## src/rtl/tower_damage_queue.sv

```systemverilog
// Round-robin gatherer of unit attack requests into a damage FIFO, released one hit per game tick.
// Optional TOWER_DMG_COALESCE_EN: when full with no pop, merge new damage into the tail (saturating).
module tower_damage_queue #(
  parameter int NUM_UNITS = 4,
  parameter int DMG_W     = 8,
  parameter int DEPTH     = 8
) (
  input  logic                       clk,
  input  logic                       reset_n,
  input  logic                       startLevel,
  input  logic                       towerDead,
  input  logic                       gameTick,
  input  logic [NUM_UNITS-1:0]       attackReq,
  input  logic [NUM_UNITS*DMG_W-1:0] attackDmg,
  output logic [NUM_UNITS-1:0]       attackGrant,
  output logic [DMG_W-1:0]           damageOut,
  output logic                       attackSCEN,
  output logic [$clog2(DEPTH):0]     queueCount,
  output logic                       overflow
);

  localparam int AW = $clog2(DEPTH);
  localparam int UW = $clog2(NUM_UNITS);
  localparam int CW = AW + 1;
  localparam logic [CW-1:0] FULL_C = CW'(DEPTH);

  typedef enum logic [1:0] {
    IDLE   = 2'd0,
    ACTIVE = 2'd1,
    FLUSH  = 2'd2
  } state_t;

  state_t            state_r;
  logic [AW-1:0]     wr_ptr_r;
  logic [AW-1:0]     rd_ptr_r;
  logic [CW-1:0]     count_r;
  logic [UW-1:0]     rr_r;
  logic [DMG_W-1:0]  mem_r [DEPTH];

  logic              found_s;
  logic [UW-1:0]     gidx_s;
  logic [DMG_W-1:0]  gdmg_s;
  logic              run_s;
  logic              pop_s;
  logic              full_s;
  logic              grant_ok_s;
  logic              grant_s;
  logic              wr_s;
  logic [AW-1:0]     tail_ptr_s;
  logic [DMG_W:0]    sum_s;
  logic [DMG_W-1:0]  coal_val_s;
  logic              coal_s;
  logic              sat_s;

  // Round-robin search for the first requester at or after the rr pointer.
  always_comb begin : rr_search
    int idx;
    idx     = 0;
    found_s = 1'b0;
    gidx_s  = '0;
    for (int k = 0; k < NUM_UNITS; k++) begin
      idx = int'(rr_r) + k;
      if (idx >= NUM_UNITS) begin
        idx = idx - NUM_UNITS;
      end else begin
        idx = idx;
      end
      if (!found_s && attackReq[idx]) begin
        found_s = 1'b1;
        gidx_s  = UW'(idx);
      end else begin
        found_s = found_s;
      end
    end
  end

  // Grant, write, pop and coalesce decisions; death or restart suppresses all traffic.
  always_comb begin
    gdmg_s     = attackDmg[int'(gidx_s)*DMG_W +: DMG_W];
    run_s      = (state_r == ACTIVE) && !towerDead && !startLevel;
    full_s     = (count_r == FULL_C);
    pop_s      = run_s && gameTick && (count_r != '0);
`ifdef TOWER_DMG_COALESCE_EN
    grant_ok_s = 1'b1;
`else
    grant_ok_s = !full_s || pop_s;
`endif
    grant_s    = run_s && found_s && grant_ok_s;
    wr_s       = grant_s && (gdmg_s != '0) && (!full_s || pop_s);
    coal_s     = grant_s && (gdmg_s != '0) && full_s && !pop_s;
    tail_ptr_s = wr_ptr_r - AW'(1);
    sum_s      = {1'b0, mem_r[tail_ptr_s]} + {1'b0, gdmg_s};
    sat_s      = sum_s[DMG_W];
    if (sat_s) begin
      coal_val_s = '1;
    end else begin
      coal_val_s = sum_s[DMG_W-1:0];
    end
    if (grant_s) begin
      attackGrant = {{(NUM_UNITS-1){1'b0}}, 1'b1} << gidx_s;
    end else begin
      attackGrant = '0;
    end
  end

  // FIFO storage; a coalesce only happens when full with no pop, never alongside a write.
  always_ff @(posedge clk) begin
    if (wr_s) begin
      mem_r[wr_ptr_r] <= gdmg_s;
    end else if (coal_s) begin
      mem_r[tail_ptr_s] <= coal_val_s;
    end
  end

  // Level FSM, FIFO pointers/count, rr pointer and registered hit outputs.
  always_ff @(posedge clk or negedge reset_n) begin
    if (!reset_n) begin
      state_r    <= IDLE;
      wr_ptr_r   <= '0;
      rd_ptr_r   <= '0;
      count_r    <= '0;
      rr_r       <= '0;
      attackSCEN <= 1'b0;
      damageOut  <= '0;
    end else begin
      attackSCEN <= pop_s;
      damageOut  <= pop_s ? mem_r[rd_ptr_r] : '0;
      case (state_r)
        IDLE: begin
          if (startLevel) state_r <= ACTIVE;
        end
        ACTIVE: begin
          if (towerDead || startLevel) begin
            state_r <= FLUSH;
          end else begin
            if (wr_s)  wr_ptr_r <= wr_ptr_r + AW'(1);
            if (pop_s) rd_ptr_r <= rd_ptr_r + AW'(1);
            case ({wr_s, pop_s})
              2'b10:   count_r <= count_r + CW'(1);
              2'b01:   count_r <= count_r - CW'(1);
              default: count_r <= count_r;
            endcase
            if (grant_s) begin
              rr_r <= (gidx_s == UW'(NUM_UNITS-1)) ? '0 : gidx_s + UW'(1);
            end
          end
        end
        FLUSH: begin
          wr_ptr_r <= '0;
          rd_ptr_r <= '0;
          count_r  <= '0;
          rr_r     <= '0;
          state_r  <= startLevel ? ACTIVE : IDLE;
        end
        default: state_r <= IDLE;
      endcase
    end
  end

`ifdef TOWER_DMG_COALESCE_EN
  logic overflow_r;

  // Sticky saturation flag; survives flushes, cleared only by reset.
  always_ff @(posedge clk or negedge reset_n) begin
    if (!reset_n) begin
      overflow_r <= 1'b0;
    end else if (coal_s && sat_s) begin
      overflow_r <= 1'b1;
    end
  end

  assign overflow = overflow_r;
`else
  assign overflow = 1'b0;
`endif

  assign queueCount = count_r;

endmodule

```

## config.mk

```make
export PLATFORM = sky130hd
export DESIGN_NAME = tower_damage_queue
export DESIGN_NICKNAME = d
export VERILOG_FILES = /design/src/rtl/tower_damage_queue.sv
export SDC_FILE = /design/constraint.sdc
export NUM_CORES = 1
export LEC_CHECK = 0
export ABC_CLOCK_PERIOD_IN_PS = 3500
export BUFFER_PORTS_ARGS = -buffer_cell sky130_fd_sc_hd__buf_4
export CORE_ASPECT_RATIO = 0.8
export CORE_MARGIN = 1
export CORE_UTILIZATION = 45
export CTS_BUF_LIST = sky130_fd_sc_hd__clkbuf_8
export DETAILED_ROUTE_END_ITERATION = 8
export GPL_TIMING_DRIVEN = 0
export MAX_ROUTING_LAYER = met4
export PLACE_DENSITY_LB_ADDON = 0.3
export SYNTH_ARGS = -nofsm -noshare
export SYNTH_HDL_FRONTEND = slang
export SYNTH_SLANG_ARGS = --single-unit
```

## constraint.sdc

```tcl
create_clock -name clk -period 3.5 [get_ports clk]
set_input_delay 0.175 -clock clk [delete_from_list [all_inputs] [get_ports clk]]
set_output_delay 0.175 -clock clk [all_outputs]
set_load 0.05 [all_outputs]
```

==> metrics.md, run 1 <==
| Metric | Value |
|---|---|
| Tot Pwr | `3.56 mW` |
| Status | `completed` |
| Min Tclk post-route | `3390 ps` |
| Total track usage | `20.0%` |
| Slew Viols, Final | `0` |
| DRC | `0` |
| Remaining antenna violation count after routing | `0` |
| Pin count of the biggest net entering global routing | `24` |
| Via count | `2604` |
| DP HPWL | `5740 um` |
| Placer congestion estimate | `0.778` |
| Dominant synthesized flop cell | `edfxtp_1` |
| Core area | `0.00904 mm^2` |
| Root Driver | `clkbuf_8` |
| Worst skew pair latency | `360 ps` |
| Largest area contributor in the netlist | `edfxtp_1` |
| Die Span Y | `88.4 um` |
| Leak | `2.11 nW` |
| Top-area cell type share of the netlist area | `45.8%` |
| Num ports | `59` |
| Clock transition at path regs | `80 ps` |
| Post-Place Cells | `461` |
| Worst Hold Class | `input port to flop` |
| ANT cells | `0` |
| Final net count | `425` |
| Req. time, crit path | `3740 ps` |
| Clock tree sinks | `87` |
| CTS tree | `built` |
| First-pass GRT wire length | `13300 um` |
| Syn Nets | `344` |
| PortBufs | `57` |
| Cell Count, Final, Fillers Out | `490` |
| Worst VDD drop | `0.000432 V` |
| Average size of a mapped cell | `14.5 um^2` |
| Post-synth ARST share | `26.4%` |
| Worst Slack Setup Final | `105 ps` |
| Die Area | `0.00972 mm^2` |
| H-tree depth | `3` |
| Delay of the slowest cell on the worst path | `580 ps` |
| Relative max-transition margin | `35.2%` |
| Most frequent cells in the layout | `68 x buf_4, 64 x edfxtp_1, 33 x mux2i_1, 23 x dfrtp_1, 20 x inv_1` |
| CP max FO | `7` |
| Commonest non-fill, non-tap cell in the layout | `buf_4` |
| DR pass1 iterations | `4` |
| Synthesized cell area | `0.00420 mm^2` |
| Period utilisation layout | `97.0%` |
| Fin Setup TNS | `0 ps` |
| Fill cell count | `735` |
| Setup Slack @ Placement | `-304 ps` |
| Worst slew pin tran | `968 ps` |
| CP Cell Sequence | `nand2b_4, nor2b_2, o22a_1, buf_6, clkbuf_16, mux2i_4, mux2i_1, or4_4, o21ai_4, inv_4, nor2_4, ha_4, o21ai_2, and4b_1, o32ai_2, o21bai_1` |
| Routed wire per std cell | `17.4 um` |
| # Max-Cap Violations | `0` |
| Mapped Cells | `289` |
| Area Overhead vs Synth | `24.1%` |
| Crit Path Category | `flop to flop` |
| Number of library cell types mapped by synthesis | `48` |
| Number of synthesized flops with an enable pin | `64` |
| Final hold violation count | `0` |
| #FFs+latches synth | `87` |
| DR vias/cell | `5.31` |
| Initial Utilization | `46.4%` |
| Grt ovf | `0` |
| YS warnings | `0` |
| Sequential fraction of the synthesis area | `59.5%` |
| Main area contributors after synthesis | `edfxtp_1 46%, dfrtp_1 14%, mux2i_1 9.8%, mux4_2 8.6%, ha_1 4.2%` |
| Initial antenna violation count | `0` |
| CP startpoint kind | `flop` |
| Setup-failing EPs final | `0` |
| Die X-Extent | `110 um` |
| Slowest CP cell | `or4_4` |
| CTS Buf Count | `9` |
| Crit end category | `flop` |
| Final WL | `8520 um` |
| Clock Path Buffers | `2` |
| Vias in the first global route | `2510` |
| CP arrival | `3640 ps` |
| FMAX | `295 MHz` |
| Clock Skews | `10.8 ps` |
| Power Density | `684 mW/mm^2` |
| Layout cell share with drive strength beyond 1 | `35.7%` |
| Initial detailed-routing violation count | `165` |
| Num rows | `31` |
-- worst paths after layout --
path,slack (ps),startpoint,to,cells after the start
worst max-delay path,110,rr_r[0]$_DFFE_PN0P_,queueCount[3]$_DFFE_PN0P_,16
worst min-delay path,80,startLevel,state_r[0]$_DFFE_PN0P_,3
worst max register to register,110,rr_r[0]$_DFFE_PN0P_,queueCount[3]$_DFFE_PN0P_,16
worst min register to register,580,state_r[0]$_DFFE_PN0P_,state_r[0]$_DFFE_PN0P_,2
max in group asynchronous,3000,reset_n,queueCount[1]$_DFFE_PN0P_,2
min in group asynchronous,250,reset_n,damageOut[0]$_DFF_PN0_,2
-- routing by layer --
layer / up-vias / GRT usage, % / part of all wire, %
met5: - / - / 0
met2: 53 / 31.3 / 49
met4: 0 / 4.36 / 0.89
met1: 1305 / 26.0 / 46
met3: 6 / 5.82 / 4.2
li1: 1240 / - / -
-- through the flow --
stage / util (%) / cell area, um^2 / hold WS, ps
2_1_floorplan: - / 4200 / -121
4_1_cts: 55.7 / 5040 / 66.9
3_3_place_gp: 52.8 / 4770 / 98.7
5_1_grt: 57.7 / 5210 / 76.3
3_5_place_dp: 52.9 / 4780 / 104
6_report: 57.7 / 5210 / 78.6
-- Yosys cell counts (2+ instances only) --
master and count:
mux4_2 16, a31oi_1 2, inv_1 19, o21ai_0 7, edfxtp_1 64, nand2b_1 5, or4_4 2, o22ai_1 3
nor4_1 3, nand2_1 8, dfrtp_1 23, nor3_1 7, ha_1 14, clkbuf_1 8, nand3b_1 2, a21oi_1 6
nor3b_1 2, nor2_1 16, a22o_1 2, and2_1 4, mux2i_1 41, a21o_1 3, buf_1 5, mux2_2 3
-- flip-flops by register name (all words and copies together) (netlist names) --
signal and cells:
wr_ptr_r 3, mem_r 64, rd_ptr_r 3, rr_r 2
queueCount 4, state_r 2, damageOut 8, attackSCEN 1
-- what timing repair did --
| action | 4_1_cts | 5_1_grt |
|---|---|---|
| pin swaps | 1 | 9 |
| setup endpoints to repair | 33 | 33 |
| gates resized for setup | 6 | 19 |
| endpoints found under the hold margin | 23 | 0 |
| hold buffers | 1 | 0 |
| setup buffers | 5 | 6 |
| gates cloned | 0 | 1 |
-- where the power goes --
group	internal (mW)	total, mW	switching (mW)
sequential	1.30	1.40	0.0968
clock	0.259	0.616	0.357
combinational	0.721	1.55	0.827
-- kinds of logic (layout without fill, tap and decap cells) --
family          Yosys count  after routing  synth area share [%]
compound gates           33             33                  5.45
xor+xnor                  2              2                 0.417
fa+ha+maj                14             14                  4.17
buf+inv                  37            123                  3.99
flops                    87             87                  59.5
mux                      60             60                  19.2
other cells               1              1                0.0893
simple gates             55             55                  7.21
-- final cells by class --
type | instances | area (um^2) | area share [%]
clock buffer | 9 | 124 | 2.38
inverter | 20 | 77.6 | 1.49
multi-input combinational | 165 | 1670 | 32.1
sequential | 87 | 2500 | 47.9
buffer | 17 | 92.6 | 1.78
clock inverter | 7 | 45.0 | 0.864
timing repair buffer | 70 | 558 | 10.7
tap | 115 | 144 | 2.76
-- critical path, delay by kind of cell (launching register included) --
family                   cells  cell delay, ps
AO/OA/AOI/OAI                5             710
adder cells (fa/ha/maj)      1             240
flip-flops                   1             420
AND/OR/NAND/NOR              5            1260
buffers and inverters        3             390
multiplexers                 2             260
Power figures use the tool's default switching activity.
==> run 2, diff against run 1 <==
ABC_AREA = 1   (was not set)
CTS_CLUSTER_SIZE = 25   (was not set)
==> run 2 against run 1 <==
Effect of this change: total power increased by 47%; via count increased by 34%; synthesized area increased by 9.7%; critical path type unchanged; clock power increased by 15%; maximum frequency increased by 5.2%; register-to-register slack improved by 170 ps; largest power group unchanged; highest routed layer unchanged.
==> metrics.md, run 2 <==
| Metric | Value |
|---|---|
| Synthesized cell area | `0.00460 mm^2 (was 0.00420 mm^2)` |
| Commonest non-fill, non-tap cell in the layout | `nand2_1 (was buf_4)` |
| Unrepaired setup endpoints after global routing | `no` |
| Relative max-transition margin | `40.5% (was 35.2%)` |
| Vias in the first global route | `3354 (was 2510)` |
| Clock tree sinks | `87 (unchanged)` |
| Remaining antenna violation count after routing | `0 (unchanged)` |
| Routed wire per std cell | `14.0 um (was 17.4 um)` |
| Clock transition at path regs | `80 ps (about the same)` |
| Total track usage | `20.4% (was 20.0%)` |
| DP Area | `0.00520 mm^2 (was 0.00478 mm^2)` |
| Crit end category | `flop (unchanged)` |
| NetSw | `2.43 mW (was 1.28 mW)` |
| Clock Path Buffers | `2 (unchanged)` |
| Mapped Cells | `478 (was 289)` |
| Top-count cell post-synth | `nand2_1 (was edfxtp_1)` |
| Grt ovf | `0 (unchanged)` |
| FMAX | `310 MHz (was 295 MHz)` |
| ANT cells | `0 (unchanged)` |
| Top-area cell type share of the netlist area | `41.8% (was 45.8%)` |
| Postcts setup bufs | `0 (was 5)` |
| Most frequent cells in the layout | `70 x nand2_1, 64 x edfxtp_1, 58 x buf_4, 55 x inv_1, 48 x nor2_1 (was 68 x buf_4, 64 x edfxtp_1, 33 x mux2i_1, 23 x dfrtp_1, 20 x inv_1)` |
| Num ports | `59 (unchanged)` |
| Pin count of the biggest net entering global routing | `24 (unchanged)` |
| Final net count | `602 (was 425)` |
| Setup-failing EPs final | `0 (unchanged)` |
| DR vias/cell | `5.09 (was 5.31)` |
| DRC | `0 (unchanged)` |
| Design area | `0.00541 mm^2 (was 0.00521 mm^2)` |
| Largest area contributor in the netlist | `edfxtp_1 (unchanged)` |
| Largest Register | `mem_r (unchanged)` |
| Req. time, crit path | `3490 ps (was 3740 ps)` |
| Crit Path Category | `flop to flop (unchanged)` |
| Met3 wire length | `664 um (was 357 um)` |
| Internal power | `2.82 mW (was 2.28 mW)` |
| Root Driver | `clkbuf_8 (unchanged)` |
| Worst Hold Class | `input port to flop (unchanged)` |
| Gate power share | `54.1% (was 43.4%)` |
| Slew Viols, Final | `0 (unchanged)` |
| Final hold violation count | `0 (unchanged)` |
| Met1 Wirelength | `4620 um (was 3930 um)` |
| Worst slew pin tran | `887 ps (was 968 ps)` |
| Fin Setup TNS | `0 ps (unchanged)` |
| Status | `completed (unchanged)` |
| Switch share | `46.2% (was 35.9%)` |
| Wire length on met2 | `4240 um (was 4160 um)` |
| Sequential fraction of the synthesis area | `54.3% (was 59.5%)` |
| H-tree depth | `3 (unchanged)` |
| Core area | `0.00977 mm^2 (was 0.00904 mm^2)` |
| Via count | `3501 (was 2604)` |
| Placer congestion estimate | `0.825 (was 0.778)` |
| DP HPWL | `7110 um (was 5740 um)` |
| Layout cell share with drive strength beyond 1 | `24.5% (was 35.7%)` |
| PortBufs | `57 (unchanged)` |
| First-pass GRT wire length | `16000 um (was 13300 um)` |
| Period utilisation layout | `92.2% (was 97.0%)` |
| Highest routed metal layer | `met4 (unchanged)` |
| Largest register FFs | `64 (unchanged)` |
| CTS Buf Count | `9 (unchanged)` |
| Initial Utilization | `47.1% (was 46.4%)` |
| #FFs+latches synth | `87 (unchanged)` |
| Die Area | `0.0106 mm^2 (was 0.00972 mm^2)` |
| DR pass1 iterations | `5 (was 4)` |
| Worst VDD drop | `0.000576 V (was 0.000432 V)` |
| Leak | `2.36 nW (was 2.11 nW)` |
| Clock Skews | `16.2 ps (was 10.8 ps)` |
| Initial antenna violation count | `0 (unchanged)` |
| CP max FO | `11 (was 7)` |
| Dominant synthesized flop cell | `edfxtp_1 (unchanged)` |
| Min Tclk post-route | `3230 ps (was 3390 ps)` |
| Number of synthesized flops with an enable pin | `64 (unchanged)` |
| # Max-Cap Violations | `0 (unchanged)` |
| Final WL | `9630 um (was 8520 um)` |
| Num rows | `32 (was 31)` |
| CTS tree | `built (unchanged)` |
| Die Span Y | `92.5 um (was 88.4 um)` |
| Power Density | `970 mW/mm^2 (was 684 mW/mm^2)` |
| CP arrival | `3220 ps (was 3640 ps)` |
| CP startpoint kind | `flop (unchanged)` |
| Clock share of power | `13.4% (was 17.3%)` |
| Sequential fraction of design power | `32.5% (was 39.3%)` |
| YS warnings | `0 (unchanged)` |
| Initial detailed-routing violation count | `312 (was 165)` |
| Main area contributors after synthesis | `edfxtp_1 42%, dfrtp_1 13%, nand2_1 5.7%, o21ai_0 4.9%, inv_1 4.4% (was edfxtp_1 46%, dfrtp_1 14%, mux2i_1 9.8%, mux4_2 8.6%, ha_1 4.2%)` |
| Syn Nets | `533 (was 344)` |
| Die X-Extent | `115 um (was 110 um)` |
| Number of library cell types mapped by synthesis | `34 (was 48)` |
| Most instantiated cells after synthesis | `70 x nand2_1, 64 x edfxtp_1, 54 x inv_1 (was 64 x edfxtp_1, 41 x mux2i_1, 23 x dfrtp_1)` |
| Worst skew pair latency | `360 ps (about the same)` |
| Area Overhead vs Synth | `17.6% (was 24.1%)` |
| Average size of a mapped cell | `9.63 um^2 (was 14.5 um^2)` |
| Post-synth ARST share | `26.4% (unchanged)` |
run 2: power groups by stage:
stage	combinational, mW	clock [mW]	sequential (mW)
floorplan	2.03	0	1.79
global placement	2.74	0	1.72
finish	2.84	0.706	1.71
CTS	2.84	0.708	1.71
detailed placement	2.83	0	1.73
global route	3.19	0.751	1.72
run 2: stage by stage:
step	cells	setup slack, ps	util (%)	hold WS [ps]	power, mW
final	688	274	55.4	207	5.25
after global routing	688	7.94	55.4	269	5.66
after CTS	688	207	55.4	214	5.26
after detailed placement	671	218	53.2	96.8	4.56
after global placement	671	281	53.2	92.1	4.47
after floorplan	478	784	-	-121	3.82
run 2: worst paths after layout:
check	cells after the start	slack, ps	endpoint	from
worst max-delay path	19	270	mem_r[5][2]$_DFFE_PP_	rr_r[0]$_DFFE_PN0P_
worst min-delay path	5	210	state_r[0]$_DFFE_PN0P_	startLevel
worst max register to register	19	270	mem_r[5][2]$_DFFE_PP_	rr_r[0]$_DFFE_PN0P_
worst min register to register	2	580	queueCount[3]$_DFFE_PN0P_	queueCount[3]$_DFFE_PN0P_
max in group asynchronous	2	3000	rr_r[1]$_DFFE_PN0P_	reset_n
min in group asynchronous	2	240	queueCount[1]$_DFFE_PN0P_	reset_n
run 2: worst max-delay path, stage by stage, from the launching register on:
cell,delay (ps)
dfrtp_1,380
buf_6,150
inv_6,110
nand2_1,60
nand2_1,120
nor2_1,70
nor2_2,150
nand3_4,160
nand3_4,180
buf_12,150
nand2_1,50
nand3_1,90
nand2_2,80
nand2_2,60
nor2_2,30
nand2_2,80
nand2_4,100
inv_1,90
nand2_1,100
nor2_1,630
run 2: logic make-up (layout without fill, tap and decap cells):
logic type	after synthesis	in the layout	share of synthesized area (%)
and+or+nand+nor	214	214	23.8
adders and majority gates	14	14	3.81
other	1	1	0.0815
AOI/OAI and AO/OA	78	78	9.95
DFF	87	87	54.3
buffers and inverters	81	155	7.58
xor gates and xnor gates	3	3	0.571
run 2: metal layers:
layer / vias up / GRT usage (%)
met5: - / -
met4: 0 / 7.58
met3: 8 / 2.55
met2: 134 / 30.7
met1: 1613 / 28.3
li1: 1746 / -
run 2: final cells by class:
| class | instances | area [um^2] |
|---|---|---|
| fill | 854 | 4360 |
| sequential | 87 | 2500 |
| multi-input combinational | 310 | 1760 |
| timing repair buffer | 58 | 438 |
| inverter | 61 | 236 |
| tap | 136 | 170 |
| clock buffer | 10 | 138 |
| buffer | 20 | 113 |
| clock inverter | 6 | 60.1 |
run 2: repair_timing:
action | 4_1_cts | 5_1_grt
resized for setup | 0 | 2
hold buffers | 1 | 0
setup endpoints to repair | 0 | 16
endpoints found under the hold margin | 23 | 0
